`config.mk`:
```
export PLATFORM = sky130hd
export DESIGN_NAME = rib_arbiter_flat
export DESIGN_NICKNAME = d
export VERILOG_FILES = /design/src/rtl/rib_if.sv /design/src/rtl/rib_arbiter.sv /design/src/flat_wrapper.sv
export SDC_FILE = /design/constraint.sdc
export NUM_CORES = 1
export LEC_CHECK = 0
export BUFFER_PORTS_ARGS = -buffer_cell sky130_fd_sc_hd__buf_2
export CAP_MARGIN = 20
export CORE_AREA = 3 3 195 197
export DETAILED_ROUTE_END_ITERATION = 6
export DIE_AREA = 0 0 198 200
export GPL_TIMING_DRIVEN = 0
export SYNTH_ARGS = -nofsm -noshare
export SYNTH_HDL_FRONTEND = slang
export SYNTH_SLANG_ARGS = --single-unit
```
`constraint.sdc`:
```
create_clock -name clk -period 3.5 [get_ports clk]
set_clock_uncertainty 0.15 [all_clocks]
set_input_delay 0.175 -clock clk [delete_from_list [all_inputs] [get_ports clk]]
set_output_delay 0.175 -clock clk [all_outputs]
set_load 0.1 [all_outputs]
```
`src/rtl/rib_if.sv`:
```
// Bus bundle between the three core-side masters, the arbiter and the slave bus.
// The arbiter uses the slave modport; the environment (core, jtag, slaves) uses master.
interface rib_if #(
    parameter int SLV_NUM = 4
);
    logic [31:0] m0_addr_i, m0_data_i, m0_data_o;
    logic        m0_req_i, m0_we_i, m0_ack_o, m0_err_o;
    logic [31:0] m1_addr_i, m1_data_i, m1_data_o;
    logic        m1_req_i, m1_we_i, m1_ack_o, m1_err_o;
    logic [31:0] m2_addr_i, m2_data_i, m2_data_o;
    logic        m2_req_i, m2_we_i, m2_ack_o, m2_err_o;

    logic [31:0]               s_addr_o;
    logic [31:0]               s_data_o;
    logic                      s_we_o;
    logic [SLV_NUM-1:0]        s_sel_o;
    logic [SLV_NUM-1:0][31:0]  s_data_i;
    logic [SLV_NUM-1:0]        s_ack_i;

    logic                      hold_flag_o;
    logic [1:0]                grant_o;

    modport slave (
        input  m0_addr_i, m0_data_i, m0_req_i, m0_we_i,
        input  m1_addr_i, m1_data_i, m1_req_i, m1_we_i,
        input  m2_addr_i, m2_data_i, m2_req_i, m2_we_i,
        output m0_data_o, m0_ack_o, m0_err_o,
        output m1_data_o, m1_ack_o, m1_err_o,
        output m2_data_o, m2_ack_o, m2_err_o,
        output s_addr_o, s_data_o, s_we_o, s_sel_o,
        input  s_data_i, s_ack_i,
        output hold_flag_o, grant_o
    );

    modport master (
        output m0_addr_i, m0_data_i, m0_req_i, m0_we_i,
        output m1_addr_i, m1_data_i, m1_req_i, m1_we_i,
        output m2_addr_i, m2_data_i, m2_req_i, m2_we_i,
        input  m0_data_o, m0_ack_o, m0_err_o,
        input  m1_data_o, m1_ack_o, m1_err_o,
        input  m2_data_o, m2_ack_o, m2_err_o,
        input  s_addr_o, s_data_o, s_we_o, s_sel_o,
        output s_data_i, s_ack_i,
        input  hold_flag_o, grant_o
    );
endinterface

```
`src/rtl/rib_arbiter.sv`:
```
// Three-master fixed-priority arbiter onto a shared slave bus (IDLE/BUSY/RESP),
// with address-decoded slave select, bus timeout and a fetch hold flag for the core.
module rib_arbiter #(
    parameter int SLV_NUM = 4,
    parameter int TIMEOUT = 16
) (
    input logic clk,
    input logic rst,
    rib_if.slave bus
);
    localparam int CW = (TIMEOUT > 2) ? $clog2(TIMEOUT) : 1;
    localparam logic [1:0] NO_GRANT = 2'd3;

    typedef enum logic [1:0] {IDLE, BUSY, RESP} state_t;

    // master-side inputs gathered into arrays, index = master number
    logic [2:0]       req;
    logic [2:0][31:0] m_addr, m_wdata;
    logic [2:0]       m_we;

    assign req     = {bus.m2_req_i, bus.m1_req_i, bus.m0_req_i};
    assign m_addr  = {bus.m2_addr_i, bus.m1_addr_i, bus.m0_addr_i};
    assign m_wdata = {bus.m2_data_i, bus.m1_data_i, bus.m0_data_i};
    assign m_we    = {bus.m2_we_i, bus.m1_we_i, bus.m0_we_i};

    state_t              state_q, state_d;
    logic [1:0]          grant_q, grant_d;
    logic [27:0]         addr_q, addr_d;
    logic [31:0]         wdata_q, wdata_d;
    logic                we_q, we_d;
    logic [SLV_NUM-1:0]  sel_q, sel_d;
    logic [CW-1:0]       cnt_q, cnt_d;
    logic [2:0]          ack_q, ack_d;
    logic [2:0]          err_q, err_d;
    logic [2:0][31:0]    data_q, data_d;

    logic [1:0]          win;
    logic [31:0]         win_addr, win_wdata;
    logic                win_we;
    logic [SLV_NUM-1:0]  dec;
    logic [31:0]         rsp_data;
    logic                hit;

    always_comb begin
        state_d   = state_q;
        grant_d   = grant_q;
        addr_d    = addr_q;
        wdata_d   = wdata_q;
        we_d      = we_q;
        sel_d     = sel_q;
        cnt_d     = cnt_q;
        ack_d     = '0;
        err_d     = '0;
        data_d    = '0;
        win       = NO_GRANT;
        win_addr  = '0;
        win_wdata = '0;
        win_we    = 1'b0;
        dec       = '0;
        rsp_data  = '0;

        // sel_q is one-hot, so masking the acks drops strays from unselected slaves
        hit = |(bus.s_ack_i & sel_q);
        for (int k = 0; k < SLV_NUM; k++)
            if (sel_q[k]) rsp_data = bus.s_data_i[k];

        unique case (state_q)
            IDLE: begin
                // scan from lowest priority so the highest-priority requester lands last
                for (int i = 2; i >= 0; i--) begin
                    if (req[i]) begin
                        win       = 2'(i);
                        win_addr  = m_addr[i];
                        win_wdata = m_wdata[i];
                        win_we    = m_we[i];
                    end
                end
                for (int k = 0; k < SLV_NUM; k++)
                    dec[k] = (win_addr[31:28] == 4'(k));
                if (win != NO_GRANT) begin
                    grant_d = win;
                    addr_d  = win_addr[27:0];
                    wdata_d = win_wdata;
                    we_d    = win_we;
                    cnt_d   = '0;
                    if (|dec) begin
                        sel_d   = dec;
                        state_d = BUSY;
                    end else begin
                        state_d = RESP;
                        for (int i = 0; i < 3; i++)
                            if (win == 2'(i)) begin
                                ack_d[i] = 1'b1;
                                err_d[i] = 1'b1;
                            end
                    end
                end
            end
            BUSY: begin
                cnt_d = cnt_q + 1'b1;
                if (hit) begin
                    sel_d   = '0;
                    state_d = RESP;
                    for (int i = 0; i < 3; i++)
                        if (grant_q == 2'(i)) begin
                            ack_d[i]  = 1'b1;
                            data_d[i] = rsp_data;
                        end
                end else if (cnt_q == CW'(TIMEOUT - 1)) begin
                    sel_d   = '0;
                    state_d = RESP;
                    for (int i = 0; i < 3; i++)
                        if (grant_q == 2'(i)) begin
                            ack_d[i] = 1'b1;
                            err_d[i] = 1'b1;
                        end
                end
            end
            RESP: begin
                state_d = IDLE;
                grant_d = NO_GRANT;
            end
            default: begin
                state_d = IDLE;
                grant_d = NO_GRANT;
                sel_d   = '0;
            end
        endcase
    end

    always_ff @(posedge clk) begin
        if (rst) begin
            state_q <= IDLE;
            grant_q <= NO_GRANT;
            addr_q  <= '0;
            wdata_q <= '0;
            we_q    <= 1'b0;
            sel_q   <= '0;
            cnt_q   <= '0;
            ack_q   <= '0;
            err_q   <= '0;
            data_q  <= '0;
        end else begin
            state_q <= state_d;
            grant_q <= grant_d;
            addr_q  <= addr_d;
            wdata_q <= wdata_d;
            we_q    <= we_d;
            sel_q   <= sel_d;
            cnt_q   <= cnt_d;
            ack_q   <= ack_d;
            err_q   <= err_d;
            data_q  <= data_d;
        end
    end

    assign bus.m0_ack_o  = ack_q[0];
    assign bus.m1_ack_o  = ack_q[1];
    assign bus.m2_ack_o  = ack_q[2];
    assign bus.m0_err_o  = err_q[0];
    assign bus.m1_err_o  = err_q[1];
    assign bus.m2_err_o  = err_q[2];
    assign bus.m0_data_o = data_q[0];
    assign bus.m1_data_o = data_q[1];
    assign bus.m2_data_o = data_q[2];

    assign bus.s_addr_o = {4'h0, addr_q};
    assign bus.s_data_o = wdata_q;
    assign bus.s_we_o   = we_q;
    assign bus.s_sel_o  = sel_q;
    assign bus.grant_o  = grant_q;

    // stall the core while fetch waits behind someone else
    assign bus.hold_flag_o = bus.m2_req_i &
                             (((state_q == IDLE) & (bus.m0_req_i | bus.m1_req_i)) |
                              ((state_q != IDLE) & (grant_q != 2'd2)));
endmodule

```
`src/flat_wrapper.sv`:
```
// flat-port wrapper written by rule: the top's interface ports become plain ports
module rib_arbiter_flat 
#(
    parameter int SLV_NUM = 4,
    parameter int TIMEOUT = 16
)
  (clk, rst, bus_m0_addr_i, bus_m0_data_i, bus_m0_req_i, bus_m0_we_i, bus_m1_addr_i, bus_m1_data_i, bus_m1_req_i, bus_m1_we_i, bus_m2_addr_i, bus_m2_data_i, bus_m2_req_i, bus_m2_we_i, bus_m0_data_o, bus_m0_ack_o, bus_m0_err_o, bus_m1_data_o, bus_m1_ack_o, bus_m1_err_o, bus_m2_data_o, bus_m2_ack_o, bus_m2_err_o, bus_s_addr_o, bus_s_data_o, bus_s_we_o, bus_s_sel_o, bus_s_data_i, bus_s_ack_i, bus_hold_flag_o, bus_grant_o);
  rib_if #(.SLV_NUM(SLV_NUM)) bus_i ();
  input logic clk;
  input logic rst;
  input wire logic [$bits(bus_i.m0_addr_i)-1:0] bus_m0_addr_i;
  input wire logic [$bits(bus_i.m0_data_i)-1:0] bus_m0_data_i;
  input wire logic [$bits(bus_i.m0_req_i)-1:0] bus_m0_req_i;
  input wire logic [$bits(bus_i.m0_we_i)-1:0] bus_m0_we_i;
  input wire logic [$bits(bus_i.m1_addr_i)-1:0] bus_m1_addr_i;
  input wire logic [$bits(bus_i.m1_data_i)-1:0] bus_m1_data_i;
  input wire logic [$bits(bus_i.m1_req_i)-1:0] bus_m1_req_i;
  input wire logic [$bits(bus_i.m1_we_i)-1:0] bus_m1_we_i;
  input wire logic [$bits(bus_i.m2_addr_i)-1:0] bus_m2_addr_i;
  input wire logic [$bits(bus_i.m2_data_i)-1:0] bus_m2_data_i;
  input wire logic [$bits(bus_i.m2_req_i)-1:0] bus_m2_req_i;
  input wire logic [$bits(bus_i.m2_we_i)-1:0] bus_m2_we_i;
  output wire logic [$bits(bus_i.m0_data_o)-1:0] bus_m0_data_o;
  output wire logic [$bits(bus_i.m0_ack_o)-1:0] bus_m0_ack_o;
  output wire logic [$bits(bus_i.m0_err_o)-1:0] bus_m0_err_o;
  output wire logic [$bits(bus_i.m1_data_o)-1:0] bus_m1_data_o;
  output wire logic [$bits(bus_i.m1_ack_o)-1:0] bus_m1_ack_o;
  output wire logic [$bits(bus_i.m1_err_o)-1:0] bus_m1_err_o;
  output wire logic [$bits(bus_i.m2_data_o)-1:0] bus_m2_data_o;
  output wire logic [$bits(bus_i.m2_ack_o)-1:0] bus_m2_ack_o;
  output wire logic [$bits(bus_i.m2_err_o)-1:0] bus_m2_err_o;
  output wire logic [$bits(bus_i.s_addr_o)-1:0] bus_s_addr_o;
  output wire logic [$bits(bus_i.s_data_o)-1:0] bus_s_data_o;
  output wire logic [$bits(bus_i.s_we_o)-1:0] bus_s_we_o;
  output wire logic [$bits(bus_i.s_sel_o)-1:0] bus_s_sel_o;
  input wire logic [$bits(bus_i.s_data_i)-1:0] bus_s_data_i;
  input wire logic [$bits(bus_i.s_ack_i)-1:0] bus_s_ack_i;
  output wire logic [$bits(bus_i.hold_flag_o)-1:0] bus_hold_flag_o;
  output wire logic [$bits(bus_i.grant_o)-1:0] bus_grant_o;
  assign bus_i.m0_addr_i = bus_m0_addr_i;
  assign bus_i.m0_data_i = bus_m0_data_i;
  assign bus_i.m0_req_i = bus_m0_req_i;
  assign bus_i.m0_we_i = bus_m0_we_i;
  assign bus_i.m1_addr_i = bus_m1_addr_i;
  assign bus_i.m1_data_i = bus_m1_data_i;
  assign bus_i.m1_req_i = bus_m1_req_i;
  assign bus_i.m1_we_i = bus_m1_we_i;
  assign bus_i.m2_addr_i = bus_m2_addr_i;
  assign bus_i.m2_data_i = bus_m2_data_i;
  assign bus_i.m2_req_i = bus_m2_req_i;
  assign bus_i.m2_we_i = bus_m2_we_i;
  assign bus_m0_data_o = bus_i.m0_data_o;
  assign bus_m0_ack_o = bus_i.m0_ack_o;
  assign bus_m0_err_o = bus_i.m0_err_o;
  assign bus_m1_data_o = bus_i.m1_data_o;
  assign bus_m1_ack_o = bus_i.m1_ack_o;
  assign bus_m1_err_o = bus_i.m1_err_o;
  assign bus_m2_data_o = bus_i.m2_data_o;
  assign bus_m2_ack_o = bus_i.m2_ack_o;
  assign bus_m2_err_o = bus_i.m2_err_o;
  assign bus_s_addr_o = bus_i.s_addr_o;
  assign bus_s_data_o = bus_i.s_data_o;
  assign bus_s_we_o = bus_i.s_we_o;
  assign bus_s_sel_o = bus_i.s_sel_o;
  assign bus_i.s_data_i = bus_s_data_i;
  assign bus_i.s_ack_i = bus_s_ack_i;
  assign bus_hold_flag_o = bus_i.hold_flag_o;
  assign bus_grant_o = bus_i.grant_o;
  rib_arbiter #(.SLV_NUM(SLV_NUM), .TIMEOUT(TIMEOUT)) u_core (.clk(clk), .rst(rst), .bus(bus_i));
endmodule
```
======== Yosys cells after proc, flatten, opt, wreduce, memory -nomap -nowiden ========
Cells that the tools add are included.
storage, ports and cells
  bits in registers ....................... 175
  output and inout port bits .............. 174
  word-level logic and storage cells ...... 101
cells by class
  $add $sub $neg .......................... 1
  eq/ne operators ......................... 15
  muxes and demuxes ....................... 45
  bitwise logic cells ..................... 12
  reduce and logical (&&, ||, !) cells .... 16
operators by type and width
  cell                   number
  $mux W32               11
  $mux W4                5
  $reduce_or A4 Y1       5
  $mux W2                8
  $mux W3                5
  $pmux W3 S2            2
  $pmux W4 S3            1
  $mux W1                10
  $eq A4 B2 Y1 const B   2
  $pmux W2 S2            2
  $pmux W4 S2            1
  $reduce_and A2 Y1      4
  $eq A2 B1 Y1 const B   3
  $eq A2 B2 Y1 const B   3
  $logic_not A2 Y1       3
  $not A1 Y1             6
  $add A4 B1 Y4 const B  1
  $and A4 B4 Y4          1
  $eq A4 B1 Y1 const B   1
  $eq A4 B4 Y1 const B   1
  $logic_not A4 Y1       1
  $ne A2 B1 Y1 const B   2
  $ne A2 B2 Y1 const B   2
  $reduce_and A4 Y1      1
  other kinds (4)        8

======== Longest topological paths before layout ========
Gate-level depths: netlist of the first run.
  word-level depth ........................ 9
  gate-level depth with buffers ........... 7
  gate-level depth less buffers ........... 5

======== Least setup slack after synthesis of the first run ========
Ideal clock, no wire load.
  kind .................................... reg2reg
  start point ............................. register u_core.sel_q[1] (netlist: u_core.bus.s_sel_o[1])
  end point ............................... register u_core.data_q, in the netlist u_core.bus.m0_data_o[29]
  arrival time ............................ 2.030 ns
  data required time ...................... 3.223 ns
  path slack .............................. 1.194 ns
  stages on the path, launching flop included .. 8
  path through ............................ dfxtp_1 buf_2 nor2b_1 buf_2 buf_2 a221oi_1 o31a_1 nor2_1
between the ends
  longest elaborated chain between the ends .. 4
  elaborated cells between the ends (all ways) .. 7
  classes of those cells .................. 3 x mux; 2 x bitwise; 2 x reduce/logical
RTL lines
  element                            line                source
  from (decl)                        rib_arbiter.sv:31   logic [SLV_NUM-1:0] sel_q, sel_d;
  from (signal assigned)             rib_arbiter.sv:149  sel_q <= sel_d;
  $and A4 B4 Y4                      rib_arbiter.sv:63   hit = |(bus.s_ack_i & sel_q);
  $reduce_or A4 Y1                   rib_arbiter.sv:63
  $not A1 Y1 (no source line)        n/a
  $reduce_or A4 Y1 (no source line)  n/a
  to (signal assigned)               rib_arbiter.sv:153  data_q <= data_d;
  to (decl)                          rib_arbiter.sv:35   logic [2:0][31:0] data_q, data_d;
Several ways; a longest one is shown, not always the timed one.
A chain may end at the register's enable or synchronous reset.

======== Final worst setup path of the first run ========
  start point ............................. register u_core.sel_q[3] (netlist: u_core.bus.s_sel_o[3])
  end point ............................... register u_core.data_q, in the netlist u_core.bus.m0_data_o[29]
The elaborated chain is that of the path after synthesis.

==> results of run 1 <==
cells by family (layout without fill, tap and decap cells):
| logic type | after synthesis | in the layout | share of synthesized area [%] |
|---|---|---|---|
| simple gates | 273 | 273 | 14.8 |
| buf+inv | 155 | 769 | 9.31 |
| other cells | 1 | 5 | 0.0497 |
| flops | 175 | 175 | 46.4 |
| compound gates | 285 | 285 | 29.2 |
| fa+ha+maj | 1 | 1 | 0.166 |
flip-flops by register name (all words and copies together) (netlist names):
signal and count:
u_core.bus.grant_o 2, u_core.bus.s_we_o 1, u_core.err_q 3, u_core.addr_q 28
u_core.bus.m1_data_o 32, u_core.cnt_q 4, u_core.state_q 2, u_core.bus.m0_data_o 32
u_core.ack_q 3, u_core.bus.s_sel_o 4, u_core.bus.s_data_o 32, u_core.bus.m2_data_o 32
metal layers:
metal | global-route usage [%] | vias up
met5 | 0 | -
li1 | - | 4363
met4 | 9.62 | 12
met2 | 38.2 | 516
met3 | 4.21 | 83
met1 | 21.0 | 4341
cell usage in the layout (no fill, tap or decap), types with 2 or more instances in the layout:
cell / n
a211o_1: 62
a211oi_1: 2
a21oi_1: 69
a221oi_1: 93
a22o_1: 2
a22oi_1: 4
and3_1: 3
buf_1: 5
buf_2: 533
buf_4: 5
buf_6: 8
bufinv_16: 2
clkbuf_1: 36
clkbuf_16: 17
clkinvlp_4: 4
conb_1: 4
dfxtp_1: 175
dlygate4sd3_1: 85
inv_1: 68
inv_6: 3
nand2_1: 103
nand2b_1: 5
nand3b_1: 2
nor2_1: 143
nor2b_1: 4
nor3_1: 2
nor3_2: 2
o21ai_0: 6
o22ai_1: 5
o31a_1: 32
metrics by stage:
step,instances,total power [mW],instance area [um^2]
finish,1976,6.13,12100
global route,1976,6.35,12100
CTS,1975,6.19,12100
detailed placement,1860,4.16,10600
global placement,1860,4.15,10600
floorplan,893,3.55,7560
cell type report:
cell class | count | area (um^2)
Clock inverter | 11 | 133
Fill cell | 3832 | 24400
Timing Repair Buffer | 584 | 3350
Clock buffer | 19 | 443
Multi-Input combinational cell | 563 | 3350
Inverter | 68 | 255
Antenna cell | 1 | 2.50
Tap cell | 468 | 586
Sequential cell | 175 | 3500
Buffer | 87 | 448
synthesized netlist by cell type (all sizes together) (2+ instances only):
| library cell | count |
|---|---|
| nand2b | 5 |
| a211o | 62 |
| and3 | 3 |
| a211oi | 2 |
| nand2 | 104 |
| a22o | 2 |
| o31a | 32 |
| nand3b | 2 |
| a22oi | 4 |
| a221oi | 94 |
| nor3 | 4 |
| dfxtp | 175 |
| a21oi | 69 |
| inv | 68 |
| nor2b | 4 |
| clkbuf | 35 |
| o21ai | 6 |
| nor2 | 144 |
| o22ai | 5 |
| buf | 52 |
power by group:
| group | switching [mW] | internal, mW |
|---|---|---|
| logic | 1.45 | 0.577 |
| clock network | 0.868 | 1.07 |
| registers | 0.0654 | 2.10 |
| total | 2.39 | 3.75 |
critical path, cell delays in order (launching register included):
cell and delay [ps]:
dfxtp_1 590, clkbuf_1 520, clkbuf_1 490, nand2_1 210, o31a_1 220, nor2_1 130
timing repair:
action                                 CTS  global route
gates resized for setup                  0             0
endpoints found under the hold margin  130             0
hold buffers                            85             0
worst paths after layout:
path                                          endpoint  slack, ps  cells past startpoint
setup reg to reg   u_core.bus.m0_data_o[29]$_SDFF_PP0_       1110                      5
setup / recovery   u_core.bus.m0_data_o[29]$_SDFF_PP0_       1110                      5
hold reg to reg   u_core.bus.s_data_o[28]$_SDFFE_PP0P_        300                      2
hold / removal      u_core.bus.m1_data_o[7]$_SDFF_PP0_         20                      4
==> qor.txt, run 1 <==
Status = complete, no violations
Max_cap viols = 0
Fin util = 33.1%
Largest net degree at the start of global routing = 17
First-pass GRT wire length = 57.9 mm
CTS Buf Count = 17
Hpwl dp = 34.0 mm
Clock Tree Root = clkbuf_16
Min cycle time layout = 2390 ps
Crit path kind = flop to flop
Post-route DRC = 0
Worst-Margin Slew = 922 ps
Gpl congestion = 0.953
Hold/Removal Path Class = input port to flop
Tot GR Track Use = 20.0%
Synth async-reset ratio = 0%
Worst-path clk slew = 70 ps
Routed via count = 9315
Clock buffer depth = 2
Leak = 5.78 nW
Highest metal used = met5
Mapped Cells = 890
Area delta synth->final = 59.9%
Die Width = 198 um
Yosys synthesis warning count = 0
CP startpoint kind = flop
Clk_lat worst skew = 440 ps
Largest cells by area after synthesis = dfxtp_1 (46%), a221oi_1 (11%), a211o_1 (7.2%)
I/O Pins = 506
Final setup vio count = 0
Drt total wl = 42.0 mm
Setup Buffers After CTS = 0
Port bufs = 499
R2r startpoint = u_core.bus.s_sel_o[3]$_SDFFE_PP0P_
CP required = 3720 ps
Congestion Overflow GR = 0
Starting Density = 20.7%
Synth top area share = 46.4%
WHS = 23.8 ps
Wire per inst = 21.3 um
Worst Path Arrival = 2610 ps
DR pass1 iterations = 5
Share of layout cells above drive strength 1 = 38.7%
Number of H-tree levels = 4
Post-route setup slack = 1110 ps
Sequential-to-total area share from yosys stat = 46.4%
Final period util = 68.2%
DR iter-0 viols = 456
Row Count = 70
Post-synth top area cell = dfxtp_1
#FFs+latches synth = 175
Antenna Nets Post-Route = 0
Initial antenna violation count = 10
Crit. End Element = flop
Post-synth EDFFs = 0
Avg Cell Area, Syn = 8.48 um^2
Core footprint = 36400 um^2
Worst vdd ir = 0.000288 V
Pre-CTS setup slack = 963 ps
TritonCTS clock tree = done
Post-synth cell types = 45
Die area = 39600 um^2
Hold Fails Final Rpt = 0
Worst setup startpoint = u_core.bus.s_sel_o[3]$_SDFFE_PP0P_
Net total in the final layout = 1829
Hold Crit Start = bus_s_data_i[103]
Met1 Wirelength = 15.3 mm
Clock Sink Count = 175
CP max FO = 10
DR vias/cell = 4.71
Top_reg_cell synth = dfxtp_1
Met3 routed WL = 2.96 mm
Met2 WL = 21.8 mm
Final Max Tran Viols = 0
Cell area after synthesis = 7550 um^2
Peak Freq = 419 MHz
RSZ-0062 raised after global routing = no
Overall die height = 200 um
Pwr dens = 508 nW/um^2
Number of global-route vias before repair = 9323
TNS Setup = 0 ps
Max-slew headroom = 38.6%
(Power assumes the default switching activity.)
==> run 2: changes to the inputs <==
- ABC_AREA: not set -> 1
- CORE_AREA: 3 3 195 197 -> 3 3 196 198
- DIE_AREA: 0 0 198 200 -> 0 0 199 201
- clock period: 3.5 -> 2.03 ns (I/O delays scaled with it)
==> run 2 against run 1 <==
Against the previous run:
- clock-buffer cell count stayed put
- die area is 1.0% higher
- non-clock buffer count is 96 higher
- flip-flop and latch count stayed put
- core utilization is 2.8 points higher
- worst setup slack worse by 1000 ps
- power is 71% higher
- critical path depth is 3 higher
- the flow now finishes with violations (hold timing)
- synthesized area is 2.0% higher
- clock power is 56% higher
- routed wire length is 2.6% lower
- register-to-register slack worse by 1000 ps
==> qor.txt, run 2 <==
Final period util = 94.4%
Pre-CTS setup slack = -134 ps
Min cycle time layout = 1920 ps
Max_cap viols = 0
CTS Buf Count = 17
Hold/Removal Path Class = input port to flop
Most frequent cells in the layout = buf_2 (519), nand2_1 (288), dlygate4sd3_1 (180), dfxtp_1 (169), o21ai_0 (118)
Hold Fails Final Rpt = 1
Initial antenna violation count = 6
CP max stage cell = dlygate4sd3_1
Sequential-to-total area share from yosys stat = 45.5%
Failing checks = hold timing
DR iter-0 viols = 531
CP max FO = 10
Die area = 40000 um^2
Final setup vio count = 0
Crit. End Element = flop
Congestion Overflow GR = 0
Tot GR Track Use = 19.9%
Final Max Tran Viols = 0
WHS = -10.3 ps
Max-slew headroom = 50.5%
Largest cells by area after synthesis = dfxtp_1 (45%), nand2_1 (14%), o21ai_0 (8.2%)
First-pass GRT wire length = 60.2 mm
TritonCTS clock tree = done
Yosys synthesis warning count = 0
Mapped Cells = 1078
Post-synth cell types = 32
Worst-Margin Slew = 743 ps
Filler instances = 3852
List of most frequent post-synthesis cells = nand2_1 (288), dfxtp_1 (175), o21ai_0 (126)
Gpl congestion = 0.891
Commonest non-fill, non-tap cell in the layout = buf_2
RSZ-0062 raised after global routing = yes
Worst-path clk slew = 70 ps
Die Width = 199 um
DR vias/cell = 4.51
Antenna Nets Post-Route = 0
Top_reg_cell synth = dfxtp_1
Worst-path cell chain = buf_2 -> buf_6 -> clkbuf_1 -> a21oi_1 -> nand2_1 -> o21ai_0 -> dlygate4sd3_1 -> o21ai_1
Share of layout cells above drive strength 1 = 34.4%
Post-route DRC = 0
DR pass1 iterations = 5
Post-route setup slack = 114 ps
Leak = 6.27 nW
Starting Density = 21.0%
Worst Path Arrival = 2140 ps
Clock Tree Root = clkbuf_16
Worst vdd ir = 0.000501 V
#FFs+latches synth = 175
Pwr dens = 796 nW/um^2
Largest net degree at the start of global routing = 17
Synth top area share = 45.5%
Peak Freq = 522 MHz
Crit path kind = input port to flop
Overall die height = 201 um
Net total in the final layout = 2114
Number of global-route vias before repair = 10490
Wire per inst = 18.1 um
Hpwl dp = 32.8 mm
Core footprint = 36700 um^2
Drt total wl = 40.9 mm
Largest stage delay, worst path = 600 ps
Number of H-tree levels = 4
Post-synth top area cell = dfxtp_1
Clock buffer depth = 2
Fin util = 35.9%
Cell area after synthesis = 7700 um^2
Clk_lat worst skew = 440 ps
Status = finished, violations left
Routed via count = 10206
I/O Pins = 506
Area delta synth->final = 71.2%
Most frequent cell after synthesis = nand2_1
Port bufs = 501
Clock Sink Count = 175
Post-synth EDFFs = 0
Avg Cell Area, Syn = 7.14 um^2
Synth async-reset ratio = 0%
Row Count = 70
CP startpoint kind = input port
CP required = 2260 ps
==> run 2: changes by cell type in the layout (fill, tap and decap cells not counted), moves of 34 or more <==
cell           previous run  this run
nor2_1                  143       109
o21ai_0                   6       118
o21ai_1                   0        71
a221oi_1                 93         0
a21oi_1                  69       108
a211o_1                  62         0
dlygate4sd3_1            85       180
inv_1                    68        16
nand2_1                 103       288
nand3_1                   1        71
==> run 2: cell type report <==
cell class / count / area (um^2) / share of cell area, %
Antenna cell: 3 / 7.51 / 0.0570
Buffer: 85 / 519 / 3.94
Clock buffer: 19 / 433 / 3.28
Clock inverter: 13 / 91.3 / 0.693
Inverter: 21 / 78.8 / 0.598
Multi-Input combinational cell: 799 / 3620 / 27.5
Sequential cell: 175 / 3510 / 26.6
Tap cell: 468 / 586 / 4.44
Timing Repair Buffer: 682 / 4330 / 32.9
==> run 2: power breakdown <==
| group | total (mW) | switching (mW) | leakage, nW | internal, mW |
|---|---|---|---|---|
| Sequential | 3.78 | 0.128 | 1.43 | 3.65 |
| Combinational | 3.68 | 2.66 | 4.59 | 1.02 |
| Clock | 3.03 | 1.46 | 0.253 | 1.56 |
| Total | 10.5 | 4.26 | 6.27 | 6.23 |
==> run 2: path summary, 6_finish.rpt <==
| check | depth (start not counted) | slack [ps] | start | endpoint |
|---|---|---|---|---|
| worst min register to register | 2 | 320 | u_core.bus.s_data_o[1]$_SDFFE_PP0P_ | u_core.bus.s_data_o[1]$_SDFFE_PP0P_ |
| worst min-delay path | 3 | -10 | bus_m0_data_i[10] | u_core.bus.s_data_o[10]$_SDFFE_PP0P_ |
| worst max-delay path | 8 | 110 | bus_m1_req_i | u_core.bus.s_data_o[4]$_SDFFE_PP0P_ |
| worst max register to register | 5 | 110 | u_core.bus.s_sel_o[3]$_SDFFE_PP0P_ | u_core.bus.m1_data_o[18]$_SDFF_PP0_ |
==> run 2: stage by stage <==
step                std cells  TNS (ps)  area (um^2)  power (mW)
global route             2265   -0.0806        13200        10.9
global placement         2050     -1450        10800        7.17
finish                   2265         0        13200        10.5
CTS                      2262         0        13200        10.6
detailed placement       2050     -1710        10800        7.19
floorplan                1081         0         7720        6.21
==> run 2: what timing repair did <==
| action | CTS | global route |
|---|---|---|
| resized for setup | 11 | 9 |
| setup endpoints to repair | 27 | 20 |
| setup buffers | 0 | 1 |
| pin swaps | 0 | 2 |
| hold buffers | 180 | 0 |
| hold endpoints to repair | 162 | 0 |
==> run 2: worst max-delay path, delay by kind of cell <==
kind	cells	cell delay [ps]
buffers and inverters	4	1450
AOI/OAI and AO/OA	3	450
and+or+nand+nor	1	140
==> run 2: routing by layer <==
layer	up-vias	global-route usage [%]	part of all wire [%]
met4	4	8.48	3.8
met1	4662	21.9	39
met3	86	4.20	7.1
met5	-	0	0.066
met2	492	36.4	50
li1	4962	-	-
==> run 2: kinds of logic (layout without fill, tap and decap cells) <==
| family | Yosys count | after routing | synth area share, % |
|---|---|---|---|
| other cells | 1 | 7 | 0.0487 |
| compound gates | 301 | 301 | 19.8 |
| fa+ha+maj | 1 | 1 | 0.162 |
| xor+xnor | 1 | 1 | 0.114 |
| simple gates | 492 | 492 | 26.7 |
| flops | 175 | 175 | 45.5 |
| buf+inv | 107 | 820 | 7.72 |
==> run 3: changes to the inputs <==
- ABC_AREA: 1 -> not set
- CELL_PAD_IN_SITES_DETAIL_PLACEMENT: not set -> 1
- CELL_PAD_IN_SITES_GLOBAL_PLACEMENT: not set -> 2
- CORE_AREA: 3 3 196 198 -> not set
- CORE_MARGIN: not set -> 3
- CORE_UTILIZATION: not set -> 20
- DIE_AREA: 0 0 199 201 -> not set
- PLACE_DENSITY_LB_ADDON: not set -> 0.1
==> run 3 against run 2 <==
Against the previous run:
- the run now ends clean
- via count decreased by 11%
- global-route usage decreased by 0.16 points
- flip-flop and latch count unchanged
- worst setup slack got worse by 24 ps
- register-to-register slack got worse by 20 ps
- worst hold slack improved by 25 ps
- non-clock buffer count decreased by 58
- power increased by 1.1%
- routed wire length decreased by 0.52%
- combinational power decreased by 5.4%
- critical path type is now flop to flop
- critical endpoint is now u_core.bus.m0_data_o[5]$_SDFF_PP0_
==> qor.txt, run 3 (synthesized netlist as in run 1, its figures left out) <==
Pwr dens = 842 nW/um^2
Die Width = 200 um
Hold Fails Final Rpt = 0
Antenna Nets Post-Route = 0
Most frequent cells in the layout = buf_2 (532), dfxtp_1 (170), nor2_1 (143), dlygate4sd3_1 (123), nand2_1 (102)
Drt total wl = 40.7 mm
Share of layout cells above drive strength 1 = 39.0%
First-pass GRT wire length = 60.6 mm
CP required = 2210 ps
Worst Path Arrival = 2120 ps
Clock buffer depth = 2
DR pass1 iterations = 4
Final Max Tran Viols = 0
Max_cap viols = 0
Max-slew headroom = 54.4%
CP max FO = 10
Clock Sink Count = 175
Peak Freq = 516 MHz
TritonCTS clock tree = done
Clk_lat worst skew = 440 ps
Port bufs = 499
Number of global-route vias before repair = 9803
Worst-path clk slew = 70 ps
CP startpoint kind = flop
Tot GR Track Use = 19.7%
Leak = 6.00 nW
I/O Pins = 506
Initial antenna violation count = 4
Min cycle time layout = 1940 ps
DP Area = 10700 um^2
Gpl congestion = 0.813
Wire per inst = 19.8 um
Clock Tree Root = clkbuf_16
Number of H-tree levels = 4
Starting Density = 20.5%
Commonest non-fill, non-tap cell in the layout = buf_2
Core footprint = 36900 um^2
Setup Buffers After CTS = 0
Hold/Removal Path Class = input port to flop
Worst vdd ir = 0.000604 V
Die area = 40100 um^2
Row Count = 70
Filler instances = 4538
Worst-Margin Slew = 684 ps
Fin util = 34.1%
DR iter-0 viols = 263
CTS Buf Count = 17
Met3 Resource Use GR = 6.74%
Routed via count = 9091
DR vias/cell = 4.43
Area delta synth->final = 66.7%
Met2 Use GR = 36.3%
Net total in the final layout = 1867
GRT busiest layer = met2
RSZ-0062 raised after global routing = no
Status = complete, no violations
Post-route setup slack = 90.2 ps
Pre-CTS setup slack = -198 ps
Crit. End Element = flop
Final period util = 95.6%
Overall die height = 200 um
Hpwl dp = 32.9 mm
Design Area, Final = 12600 um^2
Met1 Use GR = 21.2%
Total power = 10.6 mW
Post-route DRC = 0
Congestion Overflow GR = 0
Crit path kind = flop to flop
Final setup vio count = 0
Largest net degree at the start of global routing = 17
==> run 3: power breakdown <==
part	internal (mW)	switching, mW	total (mW)
logic	1.05	2.43	3.48
clock network	1.89	1.51	3.40
registers	3.62	0.105	3.72
==> run 3: repair_timing <==
action	CTS	global route
hold buffers	123	0
endpoints found under the hold margin	166	0
pin swaps	1	1
resized for setup	12	11
setup endpoints to repair	69	69
==> run 3: per-layer routing <==
layer / wire length (um) / part of all wire (%) / vias to the layer above
met2: 20700 / 51 / 329
li1: - / - / 4449
met3: 2890 / 7.1 / 43
met1: 16000 / 39 / 4264
met4: 1030 / 2.5 / 6
met5: 37 / 0.091 / -
==> run 3: final timing paths <==
| path | startpoint | to | slack [ps] | cells after the start |
|---|---|---|---|---|
| hold reg to reg | u_core.bus.s_data_o[29]$_SDFFE_PP0P_ | u_core.bus.s_data_o[29]$_SDFFE_PP0P_ | 300 | 2 |
| setup reg to reg | u_core.bus.s_sel_o[1]$_SDFFE_PP0P_ | u_core.bus.m0_data_o[5]$_SDFF_PP0_ | 90 | 7 |
| hold / removal | bus_m2_addr_i[29] | u_core.bus.s_sel_o[0]$_SDFFE_PP0P_ | 10 | 4 |
| setup / recovery | u_core.bus.s_sel_o[1]$_SDFFE_PP0P_ | u_core.bus.m0_data_o[5]$_SDFF_PP0_ | 90 | 7 |
==> run 3: area by class of cell <==
cell class / instances / area (um^2) / share of cell area [%]
clock inverters: 12 / 149 / 1.18
well taps: 504 / 631 / 5.01
inverters: 68 / 255 / 2.03
plain buffers: 87 / 469 / 3.73
flip-flops and latches: 175 / 3510 / 27.9
diodes: 1 / 2.50 / 0.0199
repair buffers: 622 / 3730 / 29.7
clock buffers: 20 / 447 / 3.55
multi-input cells: 563 / 3390 / 26.9
==> run 3: metrics by stage <==
step	setup TNS [ps]	instances	hold WS, ps
2_1_floorplan	0	893	125
3_3_place_gp	-6170	1896	291
3_5_place_dp	-4630	1896	297
4_1_cts	0	2051	0.0880
5_1_grt	0	2052	16.8
6_report	0	2052	14.2
==> run 3: critical path, cell delays in order (launching register included) <==
cell      delay [ps]
dfxtp_2          320
clkbuf_4         210
nor2b_1           60
buf_2            160
clkbuf_4         210
a221oi_1         350
o31a_1           290
nor2_1            80
